[config.mk]
export PLATFORM = sky130hd
export DESIGN_NAME = peripheral_timer_bank
export DESIGN_NICKNAME = d
export VERILOG_FILES = /design/src/rtl/peripheral_timer_bank.sv
export SDC_FILE = /design/constraint.sdc
export NUM_CORES = 1
export LEC_CHECK = 0
export ABC_CLOCK_PERIOD_IN_PS = 15200
export BUFFER_PORTS_ARGS = -buffer_cell sky130_fd_sc_hd__buf_2
export CAP_MARGIN = 10
export CELL_PAD_IN_SITES_DETAIL_PLACEMENT = 0
export CELL_PAD_IN_SITES_GLOBAL_PLACEMENT = 2
export CORE_MARGIN = 3
export CORE_UTILIZATION = 40
export DETAILED_ROUTE_END_ITERATION = 8
export PLACE_DENSITY = 0.83
export SETUP_SLACK_MARGIN = 0.05
export SLEW_MARGIN = 10
export SYNTH_ARGS = -nofsm -noshare
export SYNTH_HDL_FRONTEND = slang
export SYNTH_SLANG_ARGS = --single-unit
[constraint.sdc]
create_clock -name clk -period 15.2 [get_ports clk]
set_input_delay 0.76 -clock clk [delete_from_list [all_inputs] [get_ports clk]]
set_output_delay 0.76 -clock clk [all_outputs]
set_load 0.05 [all_outputs]
[src/rtl/peripheral_timer_bank.sv]
// -----------------------------------------------------------------------------
// peripheral_timer_bank
//   Memory-mapped peripheral on the CPU data bus. It holds N_TIMERS reload
//   timers that share one prescaler, each with a one-shot mode and an
//   interrupt flag that can be cleared by writing 1 to ISTAT. It also holds
//   the LED, 7-seg (digi) and switch registers and drives the CPU IRQ line.
//   Timer 0 is also reachable at the legacy offsets 0x00/0x04/0x08, so code
//   written for the single-timer block keeps working.
//
//   Offsets from BASE:
//     0x00 TH0   0x04 TL0   0x08 TCON0   (aliases of channel 0)
//     0x0C led   0x10 switch (RO)        0x14 digi
//     0x18 ISTAT (read irq_vec, write 1 to clear)
//     0x1C PRESC[15:0]
//     0x100 + 0x10*k : TH_k, +4 TL_k, +8 TCON_k
//   TCON bits: [0] EN, [1] IE, [2] FLAG, [3] ONESHOT
//
// Ports
//   clk      in   1         system clock
//   reset    in   1         asynchronous reset, active-high
//   rd       in   1         bus read strobe
//   wr       in   1         bus write strobe, sampled on posedge clk
//   addr     in   32        byte address
//   wdata    in   32        write data
//   rdata    out  32        read data, combinational (0 when idle/unmapped)
//   switch   in   SW_W      board switches
//   led      out  LED_W     LED register
//   digi     out  DIGI_W    7-seg register
//   irq_vec  out  N_TIMERS  per-timer interrupt flags
//   IRQ      out  1         OR of irq_vec
//
// Build option
//   SWITCH_DEBOUNCE_EN : when defined, the switch inputs go through a 2-flop
//   synchroniser and a per-bit debouncer (DEB_CYCLES stable cycles) before
//   being read at 0x10. When undefined, 0x10 returns the raw switch inputs.
// -----------------------------------------------------------------------------
module peripheral_timer_bank #(
  parameter int          N_TIMERS   = 2,
  parameter int          TW         = 32,
  parameter int          LED_W      = 8,
  parameter int          SW_W       = 8,
  parameter int          DIGI_W     = 12,
  parameter logic [31:0] BASE       = 32'h4000_0000,
  parameter logic [15:0] DEB_CYCLES = 16'd50000
) (
  input  logic                clk,
  input  logic                reset,
  input  logic                rd,
  input  logic                wr,
  input  logic [31:0]         addr,
  input  logic [31:0]         wdata,
  output logic [31:0]         rdata,
  input  logic [SW_W-1:0]     switch,
  output logic [LED_W-1:0]    led,
  output logic [DIGI_W-1:0]   digi,
  output logic [N_TIMERS-1:0] irq_vec,
  output logic                IRQ
);

  if (N_TIMERS < 1 || N_TIMERS > 8) begin : g_bad_n_timers
    $error("peripheral_timer_bank: N_TIMERS must be 1..8");
  end
  if (TW < 8 || TW > 32) begin : g_bad_tw
    $error("peripheral_timer_bank: TW must be 8..32");
  end
  if (DEB_CYCLES == 16'd0) begin : g_bad_deb
    $error("peripheral_timer_bank: DEB_CYCLES must be nonzero");
  end

  typedef struct packed {
    logic oneshot;
    logic flag;
    logic ie;
    logic en;
  } tcon_t;

  logic [TW-1:0]       th_q   [N_TIMERS];
  logic [TW-1:0]       th_d   [N_TIMERS];
  logic [TW-1:0]       tl_q   [N_TIMERS];
  logic [TW-1:0]       tl_d   [N_TIMERS];
  tcon_t               tcon_q [N_TIMERS];
  tcon_t               tcon_d [N_TIMERS];
  logic [15:0]         presc_q, presc_d;
  logic [15:0]         pcnt_q, pcnt_d;
  logic [LED_W-1:0]    led_q, led_d;
  logic [DIGI_W-1:0]   digi_q, digi_d;

  logic [31:0]         off;
  logic                tick;
  logic [N_TIMERS-1:0] ovf;
  logic [N_TIMERS-1:0] hit_th, hit_tl, hit_tcon;
  logic                hit_led, hit_sw, hit_digi, hit_istat, hit_presc;
  logic [SW_W-1:0]     sw_val;

  // Address decode. Channel k lives at 0x100 + 0x10*k; channel 0 is also
  // aliased at the legacy offsets.
  always_comb begin
    off       = addr - BASE;
    hit_led   = (off == 32'h0C);
    hit_sw    = (off == 32'h10);
    hit_digi  = (off == 32'h14);
    hit_istat = (off == 32'h18);
    hit_presc = (off == 32'h1C);
    for (int k = 0; k < N_TIMERS; k++) begin
      hit_th[k]   = (off[31:8] == 24'h1) && (off[7:4] == 4'(k)) && (off[3:0] == 4'h0);
      hit_tl[k]   = (off[31:8] == 24'h1) && (off[7:4] == 4'(k)) && (off[3:0] == 4'h4);
      hit_tcon[k] = (off[31:8] == 24'h1) && (off[7:4] == 4'(k)) && (off[3:0] == 4'h8);
    end
    hit_th[0]   = hit_th[0]   || (off == 32'h00);
    hit_tl[0]   = hit_tl[0]   || (off == 32'h04);
    hit_tcon[0] = hit_tcon[0] || (off == 32'h08);
  end

  // Read path: the hits are mutually exclusive, so the order of the ifs
  // does not matter.
  always_comb begin
    // NOTE: every always_comb output gets a default first; a path that
    // leaves a variable unassigned would infer a latch.
    rdata = 32'h0;
    if (rd) begin
      if (hit_led)   rdata = 32'(led_q);
      if (hit_sw)    rdata = 32'(sw_val);
      if (hit_digi)  rdata = 32'(digi_q);
      if (hit_istat) rdata = 32'(irq_vec);
      if (hit_presc) rdata = 32'(presc_q);
      for (int k = 0; k < N_TIMERS; k++) begin
        if (hit_th[k])   rdata = 32'(th_q[k]);
        if (hit_tl[k])   rdata = 32'(tl_q[k]);
        if (hit_tcon[k]) rdata = 32'(tcon_q[k]);
      end
    end
  end

  // Next-state logic. Within each channel the order sets the priority:
  // timer update, then W1C clear, then bus writes, and finally the
  // overflow flag set, which must win over both kinds of clear.
  always_comb begin
    tick    = (pcnt_q == presc_q);
    pcnt_d  = tick ? 16'd0 : pcnt_q + 16'd1;
    presc_d = presc_q;
    led_d   = led_q;
    digi_d  = digi_q;
    if (wr && hit_presc) begin
      presc_d = wdata[15:0];
      pcnt_d  = 16'd0;
    end
    if (wr && hit_led)  led_d  = wdata[LED_W-1:0];
    if (wr && hit_digi) digi_d = wdata[DIGI_W-1:0];

    for (int k = 0; k < N_TIMERS; k++) begin
      th_d[k]   = th_q[k];
      tl_d[k]   = tl_q[k];
      tcon_d[k] = tcon_q[k];
      ovf[k]    = tick && tcon_q[k].en && (tl_q[k] == {TW{1'b1}});
      if (tick && tcon_q[k].en) begin
        if (ovf[k]) begin
          tl_d[k] = th_q[k];
          if (tcon_q[k].oneshot) tcon_d[k].en = 1'b0;
        end else begin
          tl_d[k] = tl_q[k] + 1'b1;
        end
      end
      if (wr && hit_istat && wdata[k]) tcon_d[k].flag = 1'b0;
      if (wr && hit_th[k])   th_d[k]   = wdata[TW-1:0];
      if (wr && hit_tl[k])   tl_d[k]   = wdata[TW-1:0];
      if (wr && hit_tcon[k]) tcon_d[k] = tcon_t'(wdata[3:0]);
      if (ovf[k] && tcon_q[k].ie) tcon_d[k].flag = 1'b1;
    end
  end

  always_ff @(posedge clk or posedge reset) begin
    if (reset) begin
      presc_q <= 16'd0;
      pcnt_q  <= 16'd0;
      led_q   <= '0;
      digi_q  <= '0;
      // NOTE: the per-channel arrays are ordinary flops, not a RAM, so they
      // are reset like any other register.
      for (int k = 0; k < N_TIMERS; k++) begin
        th_q[k]   <= '0;
        tl_q[k]   <= '0;
        tcon_q[k] <= '0;
      end
    end else begin
      // NOTE: non-blocking assignments so every flop samples pre-edge values.
      presc_q <= presc_d;
      pcnt_q  <= pcnt_d;
      led_q   <= led_d;
      digi_q  <= digi_d;
      for (int k = 0; k < N_TIMERS; k++) begin
        th_q[k]   <= th_d[k];
        tl_q[k]   <= tl_d[k];
        tcon_q[k] <= tcon_d[k];
      end
    end
  end

  always_comb begin
    for (int k = 0; k < N_TIMERS; k++) irq_vec[k] = tcon_q[k].flag;
  end

  assign IRQ  = |irq_vec;
  assign led  = led_q;
  assign digi = digi_q;

`ifdef SWITCH_DEBOUNCE_EN
  logic [SW_W-1:0] sync1_q, sync2_q;
  logic [SW_W-1:0] deb_q, deb_d;
  logic [15:0]     deb_cnt_q [SW_W];
  logic [15:0]     deb_cnt_d [SW_W];

  // Each bit counts consecutive cycles on which the synchronised input
  // disagrees with the debounced value; any agreeing cycle restarts it.
  always_comb begin
    for (int i = 0; i < SW_W; i++) begin
      deb_d[i]     = deb_q[i];
      deb_cnt_d[i] = 16'd0;
      if (sync2_q[i] != deb_q[i]) begin
        if (deb_cnt_q[i] == DEB_CYCLES - 16'd1) deb_d[i] = sync2_q[i];
        else                                    deb_cnt_d[i] = deb_cnt_q[i] + 16'd1;
      end
    end
  end

  always_ff @(posedge clk or posedge reset) begin
    if (reset) begin
      sync1_q <= '0;
      sync2_q <= '0;
      deb_q   <= '0;
      for (int i = 0; i < SW_W; i++) deb_cnt_q[i] <= 16'd0;
    end else begin
      sync1_q <= switch;
      sync2_q <= sync1_q;
      deb_q   <= deb_d;
      for (int i = 0; i < SW_W; i++) deb_cnt_q[i] <= deb_cnt_d[i];
    end
  end

  assign sw_val = deb_q;
`else
  assign sw_val = switch;
`endif

endmodule

==> results of run 1 <==
==> state kept, by name, summed over array words and instances (netlist names) <==
signal,cells
irq_vec,2
tl_q,64
tcon_q,6
digi,12
th_q,64
pcnt_q,16
led,8
presc_q,16
==> worst register-to-register path, delay by kind of cell, from the launching register on <==
kind	cells	cell delay, ps
AO/OA/AOI/OAI	2	330
AND/OR/NAND/NOR	5	2240
adder cells (fa/ha/maj)	1	330
flip-flops	1	490
==> routing by layer <==
metal	share of wire, %	track usage, %	wire length, µm
met2	43	37.6	17600
met4	1.5	6.14	604
met3	7.7	4.78	3160
met1	48	40.7	19400
met5	0	0	0
==> final timing paths <==
kind	startpoint	end	slack [ps]	cells after the start
max	addr[2]	rdata[5]	10280	9
min reg2reg	tcon_q[3]$_DFFE_PP0P_	tcon_q[3]$_DFFE_PP0P_	520	1
max in group asynchronous	reset	tl_q[7]$_DFFE_PP0P_	13320	3
min in group clk	tcon_q[3]$_DFFE_PP0P_	tcon_q[3]$_DFFE_PP0P_	520	1
min	reset	pcnt_q[2]$_DFF_PP0_	470	2
max reg2reg	tl_q[0]$_DFFE_PP0P_	tl_q[10]$_DFFE_PP0P_	11740	8
==> kinds of logic (layout without fill, tap and decap cells) <==
kind of cell    Yosys count  after routing  share of synthesized area, %
buf+inv                  99            189                          4.12
simple gates            457            457                          21.0
compound gates          326            326                          19.5
flops                   188            188                          40.7
mux                     123            123                          11.7
xor+xnor                 33             33                          2.50
fa+ha+maj                 3              3                         0.325
==> metrics by stage <==
stage                     hold WS [ps]  cell area (µm²)  utilization (%)  worst slack, ps
after floorplan                    461            11500                -             9330
after global placement             497            12400             44.0            10460
after detailed placement           493            12400             44.0            10390
after CTS                          520            13000             46.2            10380
after global routing               537            13000             46.2            10160
final                              465            13000             46.2            10280
==> area by class of cell <==
cell class,count,area share [%]
Clock inverter,14,1.40
Tap cell,378,3.65
Timing Repair Buffer,142,5.71
Multi-Input combinational cell,942,49.2
Clock buffer,17,3.28
Inverter,16,0.521
Sequential cell,188,36.3
==> cell usage in the layout, fill, tap and decap left out, types with 26 or more instances in the layout <==
cell	instances
nand3_1	49
dfrtp_1	188
a21oi_1	66
buf_2	130
nand2_1	144
nor2_1	87
nand4_1	28
mux2_2	97
and3_1	26
nor3_1	30
o21ai_0	64
==> power breakdown <==
part	internal (µW)	leakage (µW)	switching, µW
registers	500	0.00236	0.00428
logic	11.2	0.00300	36.2
clock network	262	0.000289	215
==> flow_metrics.tcl, run 1 <==
set metrics [dict create \
    outcome "finished, final reports clean" \
    grt_pass1_wl_um 62000 \
    htreeDepth 4 \
    synthArstFlopShare_pct 100 \
    drc 0 \
    num_rows 61 \
    wl_per_cell_um 24.0 \
    cts.clk_slew.worst_paths_ps 80 \
    syn-num-nets 1308 \
    synthTopCellsByCount "dfrtp_1, nand2_1, mux2_2, nor2_1, a21oi_1" \
    viasPerCell 6.18 \
    dp.cells 1666 \
    grt_max_degree 124 \
    cts.repair.resized 0 \
    crit_fanout 33 \
    critPathLaunchType "input port" \
    yosysWarnings 0 \
    max_freq_mhz 203 \
    critPathRequiredTime_ps 14440 \
    dr.first_iter.drc_count 1005 \
    ant_nets 0 \
    cts_made_buffers 17 \
    path_cells "buf_2 -> clkinv_1 -> nor2_1 -> and2_1 -> buf_4 -> a221oi_1 -> o31a_1 -> nor3_1 -> buf_2" \
    num_io_pins 131 \
    cts_setup_buffers 0 \
    finalSetupViolations 0 \
    arrival_ps 4160 \
    overflow 0 \
    synth.most_common_cell "dfrtp_1" \
    ys_top_cells_by_area "dfrtp_1, mux2_2, nand2_1" \
    setup_tns_ps 0 \
    path_delay_family "buffers and inverters" \
    synthFlopType "dfrtp_1" \
    root_buffer "clkbuf_16" \
    synth.largest_area_cell "dfrtp_1" \
    cts.sinks 188 \
    multi_input_area_um2 6370 \
    rsz0062_at_grt "false" \
    regArea_um2 4700 \
    drv_slew 0 \
    gp_congestion 0.891 \
    fin_nets 1386 \
    fill_cells 2829 \
    synth_edf_count 0 \
    ys_types 79 \
    clock_latency_ps 440 \
    vias 10500 \
    routed_wl_um 40800 \
    worstHoldPathType "in2async" \
    leakage_uw 0.00565 \
    drtPass1Iterations 7 \
    syn_inst 1229 \
    total_power_uw 1020 \
    avgSynthCellArea_um2 9.39 \
    slowest_delay_ps 860 \
    first_global_vias 9935 \
    peakVddDrop_v 0.0000756 \
    cts_max_path_buffers 2 \
    antenna_found_initial 0 \
    ys_ff_latch 188 \
    worst-path-buf-inv 4 \
    max_slew_margin_pct 13.9 \
    hpwl_um 29800 \
    areaGrowthSynthToFinish_pct 12.3 \
    fin_crit_ps 4920 \
    synth_seq_area_share_pct 40.7 \
    core_area_um2 28100 \
    die_w_um 176 \
    post-synth-top-area-fraction_pct 40.7 \
    end_kind "primary output" \
    start_util_pct 41.1 \
    fin_skew_ps 13.7 \
    cts_tree "yes" \
    grt_usage_pct 26.2 \
    dieArea_um2 30900 \
    cpMostUsedCell "buf_2" \
    worst_path_max_delay_cell "nor2_1" \
    die_h_um 176 \
    drive_gt1_share_pct 23.5 \
    maxCapViolations 0 \
    stdcell_count 1697 \
    power.density_nw_per_um2 78.9 \
    finalCritPeriodShare_pct 32.4 \
    worst_slew_pin_slew_ps 1280 \
    hold_buffers 0 \
    setup.worst_path.class "in2out" \
    syn_area_um2 11500 \
    hold_viol 0 \
    io_buffers 130 \
    num_antenna_cells 0 \
]
Power figures use the tool's default switching activity.
==> run 2, diff against run 1 <==
--- a/config.mk
+++ b/config.mk
@@ -5,15 +5,16 @@
 export SDC_FILE = /design/constraint.sdc
 export NUM_CORES = 1
 export LEC_CHECK = 0
-export ABC_CLOCK_PERIOD_IN_PS = 15200
+export ABC_AREA = 1
+export ABC_CLOCK_PERIOD_IN_PS = 4100
 export BUFFER_PORTS_ARGS = -buffer_cell sky130_fd_sc_hd__buf_2
 export CAP_MARGIN = 10
 export CELL_PAD_IN_SITES_DETAIL_PLACEMENT = 0
 export CELL_PAD_IN_SITES_GLOBAL_PLACEMENT = 2
 export CORE_MARGIN = 3
-export CORE_UTILIZATION = 40
+export CORE_UTILIZATION = 31
 export DETAILED_ROUTE_END_ITERATION = 8
-export PLACE_DENSITY = 0.83
+export PLACE_DENSITY = 0.75
 export SETUP_SLACK_MARGIN = 0.05
 export SLEW_MARGIN = 10
 export SYNTH_ARGS = -nofsm -noshare
==> constraint.sdc (replaced) <==
create_clock -name clk -period 4.1 [get_ports clk]
set_input_delay 0.205 -clock clk [delete_from_list [all_inputs] [get_ports clk]]
set_output_delay 0.205 -clock clk [all_outputs]
set_load 0.05 [all_outputs]
==> flow_metrics.tcl, run 2 <==
set metrics [dict create \
    outcome "finished, final reports clean" \
    cts_tree "yes" \
    cts.clk_slew.worst_paths_ps 80 \
    grt_usage_pct 24.2 \
    dr.first_iter.drc_count 1300 \
    max_slew_margin_pct 28.0 \
    die_h_um 204 \
    antenna_found_initial 3 \
    crit_end "rdata[1]" \
    fin_crit_ps 3180 \
    vias 12600 \
    ant_nets 0 \
    path_cells "buf_2 -> inv_1 -> nand2_1 -> nor2_1 -> nand3_1 -> a21oi_1 -> nand3_1 -> clkinv_1 -> a21oi_1 -> nand2_1 -> nand2_1 -> nand2_1 -> nand2_1 -> a21oi_1 -> buf_2" \
    num_rows 72 \
    die_w_um 204 \
    cts_made_buffers 17 \
    finalSetupViolations 0 \
    num_io_pins 131 \
    leakage_uw 0.00657 \
    reg2reg_depth 9 \
    fin_skew_ps 15.6 \
    fill_cells 4297 \
    regToRegStartpoint "presc_q[15]$_DFFE_PP0P_" \
    setup_slack_ps 924 \
    grt_max_degree 85 \
    synth.most_common_cell "nand2_1" \
    arrival_ps 2970 \
    hold_viol 0 \
    cts.repair.resized 0 \
    worst_slew_pin_slew_ps 1080 \
    ys_top_cells_by_area "dfrtp_1, nand2_1, inv_1" \
    syn_area_um2 12200 \
    fin_nets 1916 \
    areaGrowthSynthToFinish_pct 14.9 \
    cts_max_path_buffers 2 \
    clock_latency_ps 470 \
    rsz0062_at_grt "false" \
    avgSynthCellArea_um2 7.06 \
    hpwl_um 38000 \
    grt_pass1_wl_um 76100 \
    gp_congestion 0.980 \
    final_common_cell "nand2_1" \
    io_buffers 130 \
    start_util_pct 31.5 \
    cpMostUsedCell "nand2_1" \
    drive_gt1_share_pct 12.9 \
    setup_tns_ps 0 \
    worstHoldPathType "in2reg" \
    routed_wl_um 50400 \
    root_buffer "clkbuf_16" \
    synth.largest_area_cell "dfrtp_1" \
    yosysWarnings 0 \
    crit_path_start "addr[12]" \
    final_util_pct 36.2 \
    cts.sinks 188 \
    largest_registers "th_q (64), tl_q (64)" \
    max_freq_mhz 315 \
    drtPass1Iterations 5 \
    maxCapViolations 0 \
    rrSetupSlack_ps 1060 \
    syn_inst 1729 \
    htreeDepth 4 \
    peakVddDrop_v 0.000282 \
    critPathRequiredTime_ps 3890 \
    crit_fanout 17 \
    post-synth-top-area-fraction_pct 38.5 \
    ys_ff_latch 188 \
    drv_slew 0 \
    drc 0 \
    synth_seq_area_share_pct 38.5 \
    syn-num-nets 1808 \
    num_antenna_cells 0 \
    power.density_nw_per_um2 269 \
    viasPerCell 5.33 \
    holdWs_ps 42.4 \
    ys_types 51 \
    first_global_vias 12000 \
    critPathLaunchType "input port" \
    dp_slack_ps 880 \
    worstReg2RegEnd "tl_q[43]$_DFFE_PP0P_" \
    core_area_um2 38700 \
    overflow 0 \
    synthFlopType "dfrtp_1" \
    end_kind "primary output" \
    setup.worst_path.class "in2out" \
    synthArstFlopShare_pct 100 \
    slowest_delay_ps 530 \
    dieArea_um2 41800 \
    wl_per_cell_um 21.3 \
    worst_path_max_delay_cell "clkinv_1" \
    synthTopCellsByCount "nand2_1, inv_1, dfrtp_1, nor2_1, o21ai_0" \
    synth_edf_count 0 \
    layout_common_cells "nand2_1, inv_1, dfrtp_1" \
    finalCritPeriodShare_pct 77.5 \
]
run 2: changes by cell type in the layout (fill, tap and decap cells not counted), moves of 37 or more:
| cell | delta |
|---|---|
| inv_1 | +234 |
| nand2_1 | +198 |
| mux2_2 | -97 |
| o21ai_0 | +93 |
| nor2_1 | +74 |
| nand3_1 | +64 |
| a21oi_1 | +37 |
run 2: stage by stage:
step / power (µW) / instance area, µm² / std cells
2_1_floorplan: 1950 / 12200 / 1729
3_3_place_gp: 2060 / 13400 / 2330
3_5_place_dp: 2060 / 13400 / 2330
4_1_cts: 3800 / 14000 / 2367
5_1_grt: 3890 / 14000 / 2367
6_report: 3770 / 14000 / 2367
run 2: logic make-up after synthesis:
| logic type | Yosys count | share of synthesized area, % |
|---|---|---|
| AOI/OAI and AO/OA | 433 | 20.9 |
| xor gates and xnor gates | 36 | 2.58 |
| and+or+nand+nor | 733 | 26.8 |
| buffers and inverters | 336 | 10.9 |
| adders and majority gates | 3 | 0.308 |
| DFF | 188 | 38.5 |
run 2: area by class of cell:
class / instances / area (µm²) / area share [%]
Multi-Input combinational cell: 1205 / 6180 / 44.1
Timing Repair Buffer: 159 / 908 / 6.48
Clock inverter: 14 / 156 / 1.11
Clock buffer: 17 / 425 / 3.03
Inverter: 266 / 1000 / 7.14
Sequential cell: 188 / 4700 / 33.5
Tap cell: 518 / 648 / 4.62
run 2: worst max-delay path, delay by kind of cell:
| family | cells | cell delay (ps) |
|---|---|---|
| AO/OA/AOI/OAI | 3 | 580 |
| AND/OR/NAND/NOR | 8 | 1200 |
| buffers and inverters | 4 | 970 |
run 2: report_power, final:
part           internal, µW  switching, µW
combinational          42.0            131
clock                   861            881
sequential             1850      0.0000735
total                  2760           1010
run 2: worst min path at each step:
stage / from / to / depth (start not counted)
floorplan: wdata[1] / tcon_q[5]$_DFFE_PP0P_ / 2
global placement: reset / th_q[0]$_DFFE_PP0P_ / 2
detailed placement: reset / th_q[0]$_DFFE_PP0P_ / 2
CTS: wdata[4] / tl_q[4]$_DFFE_PP0P_ / 3
global route: wdata[4] / tl_q[4]$_DFFE_PP0P_ / 3
finish: wdata[4] / tl_q[4]$_DFFE_PP0P_ / 3
run 2: what timing repair did:
| action | CTS | global route |
|---|---|---|
| setup buffers | 0 | 0 |
| endpoints found under the setup margin | 0 | 0 |
| hold endpoints to repair | 33 | 0 |
| hold buffers | 6 | 0 |
run 2: routing by layer:
metal | GRT usage, % | share of wire, %
met1 | 35.0 | 47
met2 | 37.2 | 44
met3 | 4.70 | 6.7
met4 | 6.02 | 1.7
met5 | 0 | 0
==> run 3, diff against run 2 <==
--- a/config.mk
+++ b/config.mk
@@ -6,7 +6,7 @@
 export NUM_CORES = 1
 export LEC_CHECK = 0
 export ABC_AREA = 1
-export ABC_CLOCK_PERIOD_IN_PS = 4100
+export ABC_CLOCK_PERIOD_IN_PS = 2900
 export BUFFER_PORTS_ARGS = -buffer_cell sky130_fd_sc_hd__buf_2
 export CAP_MARGIN = 10
 export CELL_PAD_IN_SITES_DETAIL_PLACEMENT = 0
==> constraint.sdc (replaced) <==
create_clock -name clk -period 2.9 [get_ports clk]
set_input_delay 0.145 -clock clk [delete_from_list [all_inputs] [get_ports clk]]
set_output_delay 0.145 -clock clk [all_outputs]
set_load 0.05 [all_outputs]
==> flow_metrics.tcl, run 3 (same netlist as run 2, synthesis figures left out) <==
set metrics [dict create \
    crit_fanout 13 \
    io_buffers 130 \
    outcome "finished, final reports clean" \
    setup_slack_ps 212 \
    vias 12700 \
    end_kind "flip-flop" \
    grt_max_degree 72 \
    combinationalPowerShare_pct 4.6 \
    drtPass1Iterations 6 \
    critPathRequiredTime_ps 3250 \
    overflow 0 \
    gp_congestion 0.931 \
    p_sw_uw 1450 \
    cts_max_path_buffers 2 \
    finalSetupViolations 0 \
    drv_slew 0 \
    grt_pass1_wl_um 77500 \
    areaGrowthSynthToFinish_pct 18.7 \
    dr.first_iter.drc_count 1184 \
    worstHoldPathType "in2reg" \
    swShare_pct 26.4 \
    dp.cells 2364 \
    setup_tns_ps 0 \
    worst-path-buf-inv 3 \
    cpMostUsedCell "nand2_1" \
    max_slew_margin_pct 27.8 \
    fin_crit_ps 2690 \
    drive_gt1_share_pct 15.0 \
    finalCritPeriodShare_pct 92.7 \
    cts.clk_slew.worst_paths_ps 80 \
    path_cells "xnor2_1 -> nand2_1 -> nor4_1 -> nand2_1 -> nor2_1 -> buf_12 -> inv_1 -> nand2_1 -> inv_1 -> nand2_1 -> o21ai_0 -> o21bai_1" \
    hold_viol 0 \
    num_rows 72 \
    htreeDepth 4 \
    final_common_cell "nand2_1" \
    worst_slew_pin_slew_ps 1080 \
    dieArea_um2 41800 \
    max_freq_mhz 372 \
    first_global_vias 12200 \
    hpwl_um 39300 \
    setup.worst_path.class "reg2reg" \
    p_int_uw 4040 \
    seqPwrFrac_pct 47.7 \
    clkPwrFrac_pct 47.6 \
    cts.sinks 188 \
    path_delay_family "simple AND/OR/NAND/NOR gates" \
    wl_per_cell_um 21.2 \
    antenna_found_initial 1 \
    die_h_um 204 \
    drc 0 \
    core_area_um2 38700 \
    layout_common_cells "nand2_1, inv_1, dfrtp_1" \
    num_io_pins 131 \
    clock_latency_ps 470 \
    largest_registers "th_q (64), tl_q (64)" \
    rsz0062_at_grt "false" \
    viasPerCell 5.27 \
    cts_tree "yes" \
    peakVddDrop_v 0.000425 \
    routed_wl_um 51200 \
    maxCapViolations 0 \
    start_util_pct 31.5 \
    critPathLaunchType "flip-flop" \
    fin_skew_ps 10.7 \
    root_buffer "clkbuf_16" \
    stdcell_count 2411 \
    fin_nets 1957 \
    leakage_uw 0.00681 \
    slowest_delay_ps 460 \
    power.density_nw_per_um2 378 \
    arrival_ps 3040 \
    dp_slack_ps 89.3 \
    ant_nets 0 \
    die_w_um 204 \
    cts_made_buffers 17 \
    grt_usage_pct 24.6 \
    worst_path_max_delay_cell "dfrtp_1" \
]
## run 3: cell count changes in the layout (fill, tap and decap cells not counted), sizes merged
cell and delta:
clkinvlp -2, clkbuf +3, dlygate4sd3 +4, inv +4
bufinv +1, clkinv -3, diode +2, buf +35
## run 3: final timing paths
check | from | slack (ps) | to | cells past startpoint
worst min-delay path | wdata[14] | 40 | tl_q[14]$_DFFE_PP0P_ | 3
max in group asynchronous | reset | 1840 | tl_q[63]$_DFFE_PP0P_ | 4
worst max register to register | presc_q[14]$_DFFE_PP0P_ | 210 | tl_q[9]$_DFFE_PP0P_ | 12
worst min register to register | th_q[1]$_DFFE_PP0P_ | 480 | th_q[1]$_DFFE_PP0P_ | 2
min in group asynchronous | reset | 150 | tcon_q[0]$_DFFE_PP0P_ | 3
worst max-delay path | presc_q[14]$_DFFE_PP0P_ | 210 | tl_q[9]$_DFFE_PP0P_ | 12
## run 3: through the flow
step / total power (µW) / util, % / area, µm² / hold slack (ps)
CTS: 5540 / 37.2 / 14400 / 28.2
floorplan: 2760 / - / 12200 / 266
global route: 5650 / 37.4 / 14500 / 57.8
detailed placement: 2920 / 35.3 / 13700 / 83.2
global placement: 2920 / 35.3 / 13700 / 77.2
finish: 5480 / 37.4 / 14500 / 38.9
## run 3: power groups by stage
stage	sequential [µW]	combinational, µW	clock [µW]
finish	2620	253	2610
floorplan	2670	89.8	0
global route	2620	278	2760
detailed placement	2670	246	0
global placement	2670	245	0
CTS	2620	257	2660
## run 3: final cells by class
type | count | area [µm²]
fillers | 4238 | 24200
inverters | 266 | 1000
repair buffers | 200 | 1280
well taps | 518 | 648
clock buffers | 18 | 439
diodes | 2 | 5.00
multi-input cells | 1205 | 6210
clock inverters | 14 | 193
flip-flops and latches | 188 | 4700
## run 3: tightest hold or removal path: cells and delay by family
| family | cells | cell delay (ps) |
|---|---|---|
| AOI/OAI and AO/OA | 2 | 230 |
| buffers and inverters | 1 | 90 |
## run 3: repair_timing
item                                    in CTS  in global routing
buffers inserted                             0                  3
hold endpoints to repair                   124                  0
endpoints found under the setup margin       0                 19
hold buffers                                10                  0
gates resized for setup                      0                 12
## run 3: layer usage
layer / up-vias / GRT usage (%) / wire (µm)
met5: - / 0 / 0
li1: 6077 / - / -
met2: 425 / 39.0 / 23600
met3: 46 / 3.98 / 3090
met1: 6164 / 35.5 / 23800
met4: 0 / 5.16 / 714
